<file path="config.mk">
export PLATFORM = sky130hd
export DESIGN_NAME = replay_arbiter_flat
export DESIGN_NICKNAME = d
export VERILOG_FILES = /design/src/rtl/replay_arbiter_pkg.sv /design/src/rtl/replay_arbiter_if.sv /design/src/rtl/replay_arbiter_rr.sv /design/src/rtl/replay_arbiter.sv /design/src/flat_wrapper.sv
export SDC_FILE = /design/constraint.sdc
export NUM_CORES = 1
export LEC_CHECK = 0
export CAP_MARGIN = 20
export CORE_AREA = 2 2 85 87
export DETAILED_ROUTE_END_ITERATION = 8
export DIE_AREA = 0 0 87 89
export PLACE_DENSITY = 0.77
export SYNTH_ARGS = -nofsm -noshare
export SYNTH_HDL_FRONTEND = slang
export SYNTH_SLANG_ARGS = --single-unit
</file>
<file path="constraint.sdc">
create_clock -name clk -period 1.7 [get_ports clk]
set_input_delay 0.34 -clock clk [delete_from_list [all_inputs] [get_ports clk]]
set_output_delay 0.34 -clock clk [all_outputs]
set_load 0.005 [all_outputs]
</file>
<file path="src/rtl/replay_arbiter_pkg.sv">
// Shared types and width helpers for replay_arbiter.
//   state_t : arbiter FSM state (IDLE between sequences, LOCK while a grant is held)
//   tag_w   : owner-tag width for N requesters, never below 1 bit
//   cnt_w   : beat-counter width for LEN-item sequences, never below 1 bit
package replay_arb_pkg;

    typedef enum logic {
        IDLE = 1'b0,
        LOCK = 1'b1
    } state_t;

    function automatic int tag_w(input int n);
        int c = $clog2(n);
        return (c < 1) ? 1 : c;
    endfunction

    function automatic int cnt_w(input int len);
        int c = $clog2(len);
        return (c < 1) ? 1 : c;
    endfunction

endpackage

</file>
<file path="src/rtl/replay_arbiter_if.sv">
// Bundle of requester, replay_buffer and owner-tag signals around replay_arbiter.
//   idat/ivld/irdy        : N requester streams
//   bdat/bvld/brdy        : forwarded stream into the replay_buffer
//   buf_ovld/ordy/ofin    : monitored replay_buffer output handshake and end-of-sequence
//   otag/otag_vld         : owner of the sequence currently being replayed
//   busy                  : a sequence grant is held
// master = arbiter side, slave = requesters/buffer side.
interface replay_arbiter_if
    import replay_arb_pkg::*;
#(
    parameter int N = 4,
    parameter int W = 32
);
    localparam int TAG_W = tag_w(N);

    logic [N-1:0][W-1:0] idat;
    logic [N-1:0]        ivld;
    logic [N-1:0]        irdy;
    logic [W-1:0]        bdat;
    logic                bvld;
    logic                brdy;
    logic                buf_ovld;
    logic                buf_ordy;
    logic                buf_ofin;
    logic [TAG_W-1:0]    otag;
    logic                otag_vld;
    logic                busy;

    modport master (
        input  idat, ivld, brdy, buf_ovld, buf_ordy, buf_ofin,
        output irdy, bdat, bvld, otag, otag_vld, busy
    );

    modport slave (
        output idat, ivld, brdy, buf_ovld, buf_ordy, buf_ofin,
        input  irdy, bdat, bvld, otag, otag_vld, busy
    );

endinterface

</file>
<file path="src/rtl/replay_arbiter_rr.sv">
// Combinational requester pick for replay_arbiter.
//   req : per-requester valid
//   ptr : last granted requester (round-robin start point)
//   any : at least one request present
//   g   : chosen requester
// Macro REPLAY_ARB_FIXED_PRIO_EN selects fixed priority (lowest index wins,
// ptr ignored); otherwise the first requester after ptr wins, wrapping.
module replay_arb_rr
    import replay_arb_pkg::*;
#(
    parameter int N     = 4,
    parameter int TAG_W = tag_w(N)
) (
    input  logic [N-1:0]     req,
    input  logic [TAG_W-1:0] ptr,
    output logic             any,
    output logic [TAG_W-1:0] g
);

`ifdef REPLAY_ARB_FIXED_PRIO_EN
    always_comb begin
        any = 1'b0;
        g   = '0;
        // Descending scan: the last hit is the lowest index.
        for (int i = N - 1; i >= 0; i--) begin
            if (req[i]) begin
                any = 1'b1;
                g   = TAG_W'(i);
            end
        end
    end
`else
    logic [TAG_W-1:0] j;

    always_comb begin
        any = 1'b0;
        g   = '0;
        j   = '0;
        // Scan farthest-from-ptr first so the nearest requester after ptr
        // overwrites the result; k==N is ptr itself, lowest priority.
        for (int k = N; k >= 1; k--) begin
            j = TAG_W'((int'(ptr) + k) % N);
            if (req[j]) begin
                any = 1'b1;
                g   = j;
            end
        end
    end
`endif

endmodule

</file>
<file path="src/rtl/replay_arbiter.sv">
// Shares one replay_buffer input between N sequence producers. A requester is
// granted for a whole LEN-item sequence, its beats are forwarded to the buffer,
// and its tag is queued so the buffer consumer knows whose sequence replays.
//   clk, rst_n : clock, asynchronous active-low reset
//   bus        : replay_arbiter_if.master (requesters, buffer, monitor, tags)
// Macro REPLAY_ARB_FIXED_PRIO_EN: fixed priority instead of round-robin.
module replay_arbiter
    import replay_arb_pkg::*;
#(
    parameter int N          = 4,
    parameter int LEN        = 8,
    parameter int W          = 32,
    parameter int TAGQ_DEPTH = 2
) (
    input  logic               clk,
    input  logic               rst_n,
    replay_arbiter_if.master   bus
);

    localparam int TAG_W = tag_w(N);
    localparam int CNT_W = cnt_w(LEN);
    localparam int QA_W  = (TAGQ_DEPTH > 1) ? $clog2(TAGQ_DEPTH) : 1;
    localparam logic [CNT_W-1:0] CNT_LAST = CNT_W'(LEN - 1);
    localparam logic [TAG_W-1:0] PTR_RST  = TAG_W'(N - 1);

    if (N < 1 || LEN < 1 || TAGQ_DEPTH < 1) begin : g_bad_cfg
        $fatal(1, "replay_arbiter: N, LEN and TAGQ_DEPTH must all be >= 1");
    end

    state_t           state;
    logic [TAG_W-1:0] grant, ptr, pick_g;
    logic             pick_any;
    logic [CNT_W-1:0] cnt;
    logic             beat, push, pop;

    // Tag queue: index plus generation MSB so full/empty are distinguishable.
    logic [TAG_W-1:0] tq [TAGQ_DEPTH];
    logic [QA_W:0]    wr_ptr, rd_ptr;
    logic             tq_empty, tq_full, pop_req;

    function automatic logic [QA_W:0] qinc(input logic [QA_W:0] p);
        if (p[QA_W-1:0] == QA_W'(TAGQ_DEPTH - 1))
            return {~p[QA_W], {QA_W{1'b0}}};
        return p + (QA_W + 1)'(1);
    endfunction

    replay_arb_rr #(.N(N), .TAG_W(TAG_W)) u_pick (
        .req (bus.ivld),
        .ptr (ptr),
        .any (pick_any),
        .g   (pick_g)
    );

    assign tq_empty = (wr_ptr == rd_ptr);
    assign tq_full  = (wr_ptr[QA_W-1:0] == rd_ptr[QA_W-1:0]) && (wr_ptr[QA_W] != rd_ptr[QA_W]);
    assign pop_req  = bus.buf_ovld && bus.buf_ordy && bus.buf_ofin;
    assign pop      = pop_req && !tq_empty;
    assign push     = (state == IDLE) && pick_any && !tq_full;
    assign beat     = (state == LOCK) && bus.ivld[grant] && bus.brdy;

    always_ff @(posedge clk or negedge rst_n) begin
        if (!rst_n) begin
            state  <= IDLE;
            ptr    <= PTR_RST;
            grant  <= '0;
            cnt    <= '0;
            wr_ptr <= '0;
            rd_ptr <= '0;
        end else begin
            case (state)
                IDLE: if (push) begin
                    grant  <= pick_g;
                    cnt    <= '0;
                    state  <= LOCK;
                    wr_ptr <= qinc(wr_ptr);
                end
                LOCK: if (beat) begin
                    if (cnt == CNT_LAST) begin
                        // Return to IDLE costs one bubble cycle per sequence.
                        state <= IDLE;
`ifndef REPLAY_ARB_FIXED_PRIO_EN
                        ptr   <= grant;
`endif
                    end else begin
                        cnt <= cnt + CNT_W'(1);
                    end
                end
                default: state <= IDLE;
            endcase
            if (pop) rd_ptr <= qinc(rd_ptr);
        end
    end

    // Tag storage needs no reset: otag is masked while the queue is empty.
    always_ff @(posedge clk) begin
        if (push) tq[wr_ptr[QA_W-1:0]] <= pick_g;
    end

    always_comb begin
        bus.irdy = '0;
        bus.bdat = '0;
        bus.bvld = 1'b0;
        if (state == LOCK) begin
            bus.bdat        = bus.idat[grant];
            bus.bvld        = bus.ivld[grant];
            bus.irdy[grant] = bus.brdy;
        end
    end

    assign bus.busy     = (state == LOCK);
    assign bus.otag_vld = !tq_empty;
    assign bus.otag     = tq_empty ? '0 : tq[rd_ptr[QA_W-1:0]];

    // An end-of-sequence pop with nothing queued means the buffer and the
    // arbiter disagree about what is in flight.
    a_pop_empty: assert property (@(posedge clk) disable iff (!rst_n) !(pop_req && tq_empty))
        else $error("replay_arbiter: tag pop while tag queue empty");

endmodule
</file>
<file path="src/flat_wrapper.sv">
// flat-port wrapper written by rule: the top's interface ports become plain ports
module replay_arbiter_flat import replay_arb_pkg::*;
#(
    parameter int N          = 4,
    parameter int LEN        = 8,
    parameter int W          = 32,
    parameter int TAGQ_DEPTH = 2
)
  (clk, rst_n, bus_idat, bus_ivld, bus_brdy, bus_buf_ovld, bus_buf_ordy, bus_buf_ofin, bus_irdy, bus_bdat, bus_bvld, bus_otag, bus_otag_vld, bus_busy);
  replay_arbiter_if #(.N(N), .W(W)) bus_i ();
  input  logic clk;
  input  logic rst_n;
  input wire logic [$bits(bus_i.idat)-1:0] bus_idat;
  input wire logic [$bits(bus_i.ivld)-1:0] bus_ivld;
  input wire logic [$bits(bus_i.brdy)-1:0] bus_brdy;
  input wire logic [$bits(bus_i.buf_ovld)-1:0] bus_buf_ovld;
  input wire logic [$bits(bus_i.buf_ordy)-1:0] bus_buf_ordy;
  input wire logic [$bits(bus_i.buf_ofin)-1:0] bus_buf_ofin;
  output wire logic [$bits(bus_i.irdy)-1:0] bus_irdy;
  output wire logic [$bits(bus_i.bdat)-1:0] bus_bdat;
  output wire logic [$bits(bus_i.bvld)-1:0] bus_bvld;
  output wire logic [$bits(bus_i.otag)-1:0] bus_otag;
  output wire logic [$bits(bus_i.otag_vld)-1:0] bus_otag_vld;
  output wire logic [$bits(bus_i.busy)-1:0] bus_busy;
  assign bus_i.idat = bus_idat;
  assign bus_i.ivld = bus_ivld;
  assign bus_i.brdy = bus_brdy;
  assign bus_i.buf_ovld = bus_buf_ovld;
  assign bus_i.buf_ordy = bus_buf_ordy;
  assign bus_i.buf_ofin = bus_buf_ofin;
  assign bus_irdy = bus_i.irdy;
  assign bus_bdat = bus_i.bdat;
  assign bus_bvld = bus_i.bvld;
  assign bus_otag = bus_i.otag;
  assign bus_otag_vld = bus_i.otag_vld;
  assign bus_busy = bus_i.busy;
  replay_arbiter #(.N(N), .LEN(LEN), .W(W), .TAGQ_DEPTH(TAGQ_DEPTH)) u_core (.clk(clk), .rst_n(rst_n), .bus(bus_i));
endmodule
</file>
==> results.json, run 1 <==
{
  "status": "finished with violations",
  "violations": "setup timing",
  "num_vias": 2147,
  "total_leakage_power_nw": 1.72,
  "place_area_sq_um": 3870,
  "synthTopCellsByArea": "mux4_2 40%, dfrtp_1 13%, and2_1 12%",
  "critPathSlowestCell": "mux4_2",
  "yosysTopAreaCell": "mux4_2",
  "die_area_sq_um": 7740,
  "ir_drop_mv": 0.641,
  "path_clk_slew_ns": 0.06,
  "synth_edf_count": 4,
  "fin_crit_ns": 2.07,
  "switchingPower_mw": 1.86,
  "yosysMostFrequentCell": "and2_1",
  "worstSkewPairLatency_ns": 0.24,
  "routed_wl_mm": 8.37,
  "startpoint_type": "flop",
  "p_int_mw": 3.77,
  "synth_cell_type_count": 34,
  "critPathMaxStageDelay_ns": 0.53,
  "syn2layout_area_growth_pct": 126,
  "p_per_area_nw_per_um2": 1340,
  "antenna_left": 0,
  "setup_tns_ns": -12.62,
  "hp-class": "primary input to async pin",
  "cpMostUsedCell": "buf_6",
  "syn_nets": 293,
  "fin_nets": 500,
  "syn_area_sq_um": 1860,
  "cts_root_buf": "clkbuf_8",
  "synth-seq-cells": 16,
  "ys_seq_area_frac": 0.228,
  "crit_fanout": 4,
  "syn_avg_cell_area_sq_um": 12.1,
  "fp.coreArea_sq_um": 6720,
  "hold_viol_final": 0,
  "firstDrtPassIters": 4,
  "ys.flop_type": "dfrtp_1",
  "path_cells": "buf_6 > buf_6 > mux4_2 > and2_4 > buf_6",
  "dr.first_iter.drc_count": 31,
  "comb_power_share": 0.825,
  "numPortBuffers": 178,
  "yosys_warnings": 0,
  "place.gp.congestion": 0.803,
  "via_per_inst": 4.87,
  "clkPwrFrac": 0.049,
  "grt_max_degree": 32,
  "synth_top_area_share": 0.400,
  "h-tree-depth": 1,
  "grt_pass1_wl_mm": 12.0,
  "fin_ws_ns": -0.368,
  "avgRoutedWirePerCell_microns": 19.0,
  "final_design_area_no_fill_sq_um": 4200,
  "globalRouteOverflowTotal": 0,
  "antenna_found_initial": 1,
  "max_slew.worst_pin.slew_ns": 0.558,
  "drive_above_1_share": 0.426,
  "track_usage": 0.201,
  "ios": 179,
  "cp_data_required_time_ns": 1.36,
  "synthCells": 153,
  "grt_setup_unrepaired": "yes",
  "cts_tree": "built",
  "clock_skew_ns": 0.00350,
  "clock-sinks": 16,
  "critical_path_arrival_ns": 1.73,
  "die_h_microns": 89,
  "rows": 30,
  "finalSetupViolations": 46,
  "maxCapViolations": 0,
  "dp_slack_ns": -0.641,
  "route.detailed.drc": 0,
  "slew-limit-headroom": 0.627,
  "slew_violations": 0,
  "max_freq_mhz": 484,
  "pwr-share-seq": 0.126,
  "fillers": 541,
  "place.detailed.hpwl_mm": 6.65,
  "post-route-period-util": 1.22,
  "synth_commonest_cells": "35 x and2_1, 33 x mux4_2, 10 x dfrtp_1",
  "cts_buffer_depth": 2,
  "synth-async-reset-ratio": 0.750,
  "start_util": 0.276,
  "die_w_microns": 87,
  "holdBufCountCts": 0,
  "grt_pass1_vias": 2392,
  "netSwitchingFraction": 0.330,
  "critical_path_class": "flop to output pin",
  "cts_inserted_buffers": 3,
  "end_kind": "output pin"
}
power by group through the flow:
stage / clock network (mW) / logic, mW / registers [mW]
6_report: 0.278 / 4.64 / 0.706
5_1_grt: 0.303 / 4.97 / 0.733
4_1_cts: 0.286 / 4.53 / 0.702
3_5_place_dp: 0 / 3.94 / 0.719
3_3_place_gp: 0 / 3.89 / 0.714
2_1_floorplan: 0 / 2.03 / 0.666
path summary, 6_finish.rpt:
check	from	endpoint	slack, ns	cells after the start
max in group asynchronous	rst_n	u_core.bus.busy$_DFF_PN0_	0.84	1
min in group clk	u_core.cnt[2]$_DFFE_PN0P_	u_core.cnt[2]$_DFFE_PN0P_	0.54	2
min reg2reg	u_core.cnt[2]$_DFFE_PN0P_	u_core.cnt[2]$_DFFE_PN0P_	0.54	2
min	rst_n	u_core.cnt[1]$_DFFE_PN0P_	0.46	1
max	u_core.grant[0]$_DFFE_PN0P_	bus_bvld	-0.37	5
max reg2reg	u_core.grant[0]$_DFFE_PN0P_	u_core.cnt[0]$_DFFE_PN0P_	-0.27	6
state kept, by name, summed over array words and instances (netlist names):
name and cells:
u_core.tq 4, u_core.rd_ptr 2, u_core.wr_ptr 2, u_core.cnt 3, u_core.bus.busy 1, u_core.ptr 2
u_core.grant 2
logic make-up after synthesis:
kind of cell    after synthesis  synth area share
flops                        16             0.228
simple gates                 59             0.187
xor+xnor                      7            0.0330
buf+inv                      18            0.0478
compound gates               11            0.0499
mux                          40             0.441
fa+ha+maj                     2            0.0135
cells in the final DEF, fill, tap and decap left out, drive strengths merged, types with 4 or more instances in the layout:
cell           count
clkdlybuf4s50    138
buf               74
and2              35
mux4              33
dfrtp             10
nor2               6
inv                5
xnor2              4
edfxtp             4
mux2               4
critical path, delay by kind of cell, from the launching register on:
| family | cells | cell delay [ns] |
|---|---|---|
| muxes | 1 | 0.53 |
| DFF | 1 | 0.43 |
| buffers and inverters | 3 | 0.34 |
| and+or+nand+nor | 1 | 0.18 |
layout make-up:
type,count,area [sq um],share of cell area
diodes,2,5.00,0.00119
clock buffers,3,41.3,0.00983
clock inverters,1,3.75,0.000894
inverters,5,18.8,0.00447
multi-input cells,119,1460,0.348
flip-flops and latches,16,425,0.101
well taps,80,100,0.0238
repair buffers,215,2140,0.510
through the flow:
stage          hold WS, ns  utilization  total power [mW]  cells
6_report             0.458        0.625              5.63    441
5_1_grt              0.499        0.625              6.01    440
4_1_cts              0.480        0.621              5.51    446
3_5_place_dp         0.529        0.576              4.66    420
3_3_place_gp         0.517        0.576              4.61    420
2_1_floorplan       0.0444            -              2.69    153
routing by layer:
metal | part of all wire | up-vias | global-route usage
met1 | 0.37 | 1043 | 0.248
li1 | - | 999 | -
met3 | 0.069 | 6 | 0.0416
met4 | 0.015 | 0 | 0.0582
met5 | 0 | - | 0
met2 | 0.54 | 99 | 0.355
what timing repair did:
action	CTS	global route
pin swaps	38	9
setup buffers	20	5
setup endpoints to repair	54	54
resized for setup	208	38
gates cloned	3	0
No activity file was read; power rests on OpenSTA's default activity.
==> run 2, diff against run 1 <==
==> constraint.sdc (replaced) <==
create_clock -name clk -period 1.7 [get_ports clk]
set_input_delay 0.34 -clock clk [delete_from_list [all_inputs] [get_ports clk]]
set_output_delay 0.34 -clock clk [all_outputs]
set_load 0.02 [all_outputs]
==> results.json, run 2 (same netlist as run 1, synthesis figures left out) <==
{
  "status": "finished with violations",
  "violations": "setup timing",
  "grt_pass1_wl_mm": 11.9,
  "place.detailed.hpwl_mm": 6.27,
  "start_util": 0.276,
  "slew_violations": 0,
  "fin_nets": 498,
  "ir_drop_mv": 0.677,
  "critPathSlowestCell": "mux4_2",
  "num_vias": 2192,
  "place_area_sq_um": 3930,
  "critPathMaxStageDelay_ns": 0.56,
  "numPortBuffers": 178,
  "path_delay_family": "multiplexers",
  "antenna_found_initial": 0,
  "avgRoutedWirePerCell_microns": 19.2,
  "setup_tns_ns": -14.09,
  "startpoint_type": "flop",
  "cts_inserted_buffers": 3,
  "antennaDiodeCount": 0,
  "fp.coreArea_sq_um": 6720,
  "crit_fanout": 8,
  "critical_path_arrival_ns": 1.79,
  "cts_root_buf": "clkbuf_8",
  "fin_ws_ns": -0.433,
  "final_design_area_no_fill_sq_um": 4370,
  "path_buf_inv": 3,
  "r2r_cells": 6,
  "total_leakage_power_nw": 1.81,
  "cpMostUsedCell": "buf_12",
  "syn2layout_area_growth_pct": 135,
  "cp_data_required_time_ns": 1.36,
  "clock-sinks": 16,
  "layout_commonest_cell": "clkdlybuf4s50_1",
  "ios": 179,
  "top_usage_layer": "met2",
  "dp_slack_ns": -0.700,
  "finalSetupViolations": 43,
  "track_usage": 0.205,
  "route.detailed.drc": 0,
  "die_area_sq_um": 7740,
  "via_per_inst": 5.02,
  "grt_max_degree": 37,
  "die_h_microns": 89,
  "worstSkewPairLatency_ns": 0.26,
  "post-route-util": 0.651,
  "use_met3": 0.0443,
  "clock_skew_ns": 0.00210,
  "fin_crit_ns": 2.13,
  "placedCellCount": 418,
  "instances_no_fill": 437,
  "path_clk_slew_ns": 0.06,
  "layout_common_cells": "136 x clkdlybuf4s50_1, 36 x buf_6, 34 x and2_4",
  "largest_reg_flops": 4,
  "h-tree-depth": 1,
  "place.gp.congestion": 0.752,
  "cp.depth": 5,
  "die_w_microns": 87,
  "max_freq_mhz": 469,
  "antenna_left": 0,
  "max_slew.worst_pin.slew_ns": 0.565,
  "routed_wl_mm": 8.40,
  "drive_above_1_share": 0.473,
  "grt_pass1_vias": 2349,
  "rows": 30,
  "cts_tree": "built",
  "critical_path_class": "flop to output pin",
  "post-route-period-util": 1.25,
  "use_met2": 0.378,
  "cts_buffer_depth": 2,
  "p_per_area_nw_per_um2": 1570,
  "maxCapViolations": 0,
  "slew-limit-headroom": 0.622,
  "path_cells": "buf_12 > buf_12 > mux4_2 > and2_4 > buf_6",
  "hp-class": "primary input to async pin",
  "end_kind": "output pin",
  "dr.first_iter.drc_count": 60,
  "grt_setup_unrepaired": "yes",
  "firstDrtPassIters": 4,
  "globalRouteOverflowTotal": 0,
  "hold_viol_final": 0,
  "grtUsageMet1": 0.234
}
[run 2: final cells by class]
| type | count | area (sq um) |
|---|---|---|
| fill | 519 | 2350 |
| clock inverter | 1 | 3.75 |
| tap | 80 | 100 |
| multi-input combinational | 119 | 1530 |
| inverter | 5 | 23.8 |
| timing repair buffer | 213 | 2250 |
| clock buffer | 3 | 41.3 |
| sequential | 16 | 427 |
[run 2: timing repair]
action / in CTS / in global routing
hold buffers: 0 / 0
gates resized for setup: 262 / 28
endpoints found under the setup margin: 51 / 52
gates cloned: 4 / 1
pin swaps: 14 / 5
buffers inserted: 13 / 2
[run 2: final timing paths]
path	startpoint	end	slack, ns
worst min-delay path	rst_n	u_core.cnt[0]$_DFFE_PN0P_	0.44
worst min register to register	u_core.cnt[2]$_DFFE_PN0P_	u_core.cnt[2]$_DFFE_PN0P_	0.55
max in group asynchronous	rst_n	u_core.grant[0]$_DFFE_PN0P_	0.85
min in group clk	u_core.cnt[2]$_DFFE_PN0P_	u_core.cnt[2]$_DFFE_PN0P_	0.55
worst max register to register	u_core.grant[0]$_DFFE_PN0P_	u_core.cnt[0]$_DFFE_PN0P_	-0.35
worst max-delay path	u_core.grant[0]$_DFFE_PN0P_	bus_bvld	-0.43
[run 2: metal layers]
| layer | wire length [microns] | part of all wire |
|---|---|---|
| met2 | 4600 | 0.55 |
| met1 | 3030 | 0.36 |
| met3 | 590 | 0.070 |
| met4 | 183 | 0.022 |
| met5 | 0 | 0 |
[run 2: through the flow]
step / hold slack (ns) / total power [mW]
2_1_floorplan: 0.0444 / 3.64
3_3_place_gp: 0.534 / 5.50
3_5_place_dp: 0.549 / 5.58
4_1_cts: 0.459 / 6.80
5_1_grt: 0.488 / 7.25
6_report: 0.444 / 6.86
[run 2: where the power goes]
part / leakage [nW] / switching [mW] / total, mW / internal (mW)
combinational: 1.62 / 2.36 / 5.84 / 3.48
sequential: 0.171 / 0.159 / 0.725 / 0.566
clock: 0.0231 / 0.141 / 0.302 / 0.161
total: 1.81 / 2.66 / 6.86 / 4.21
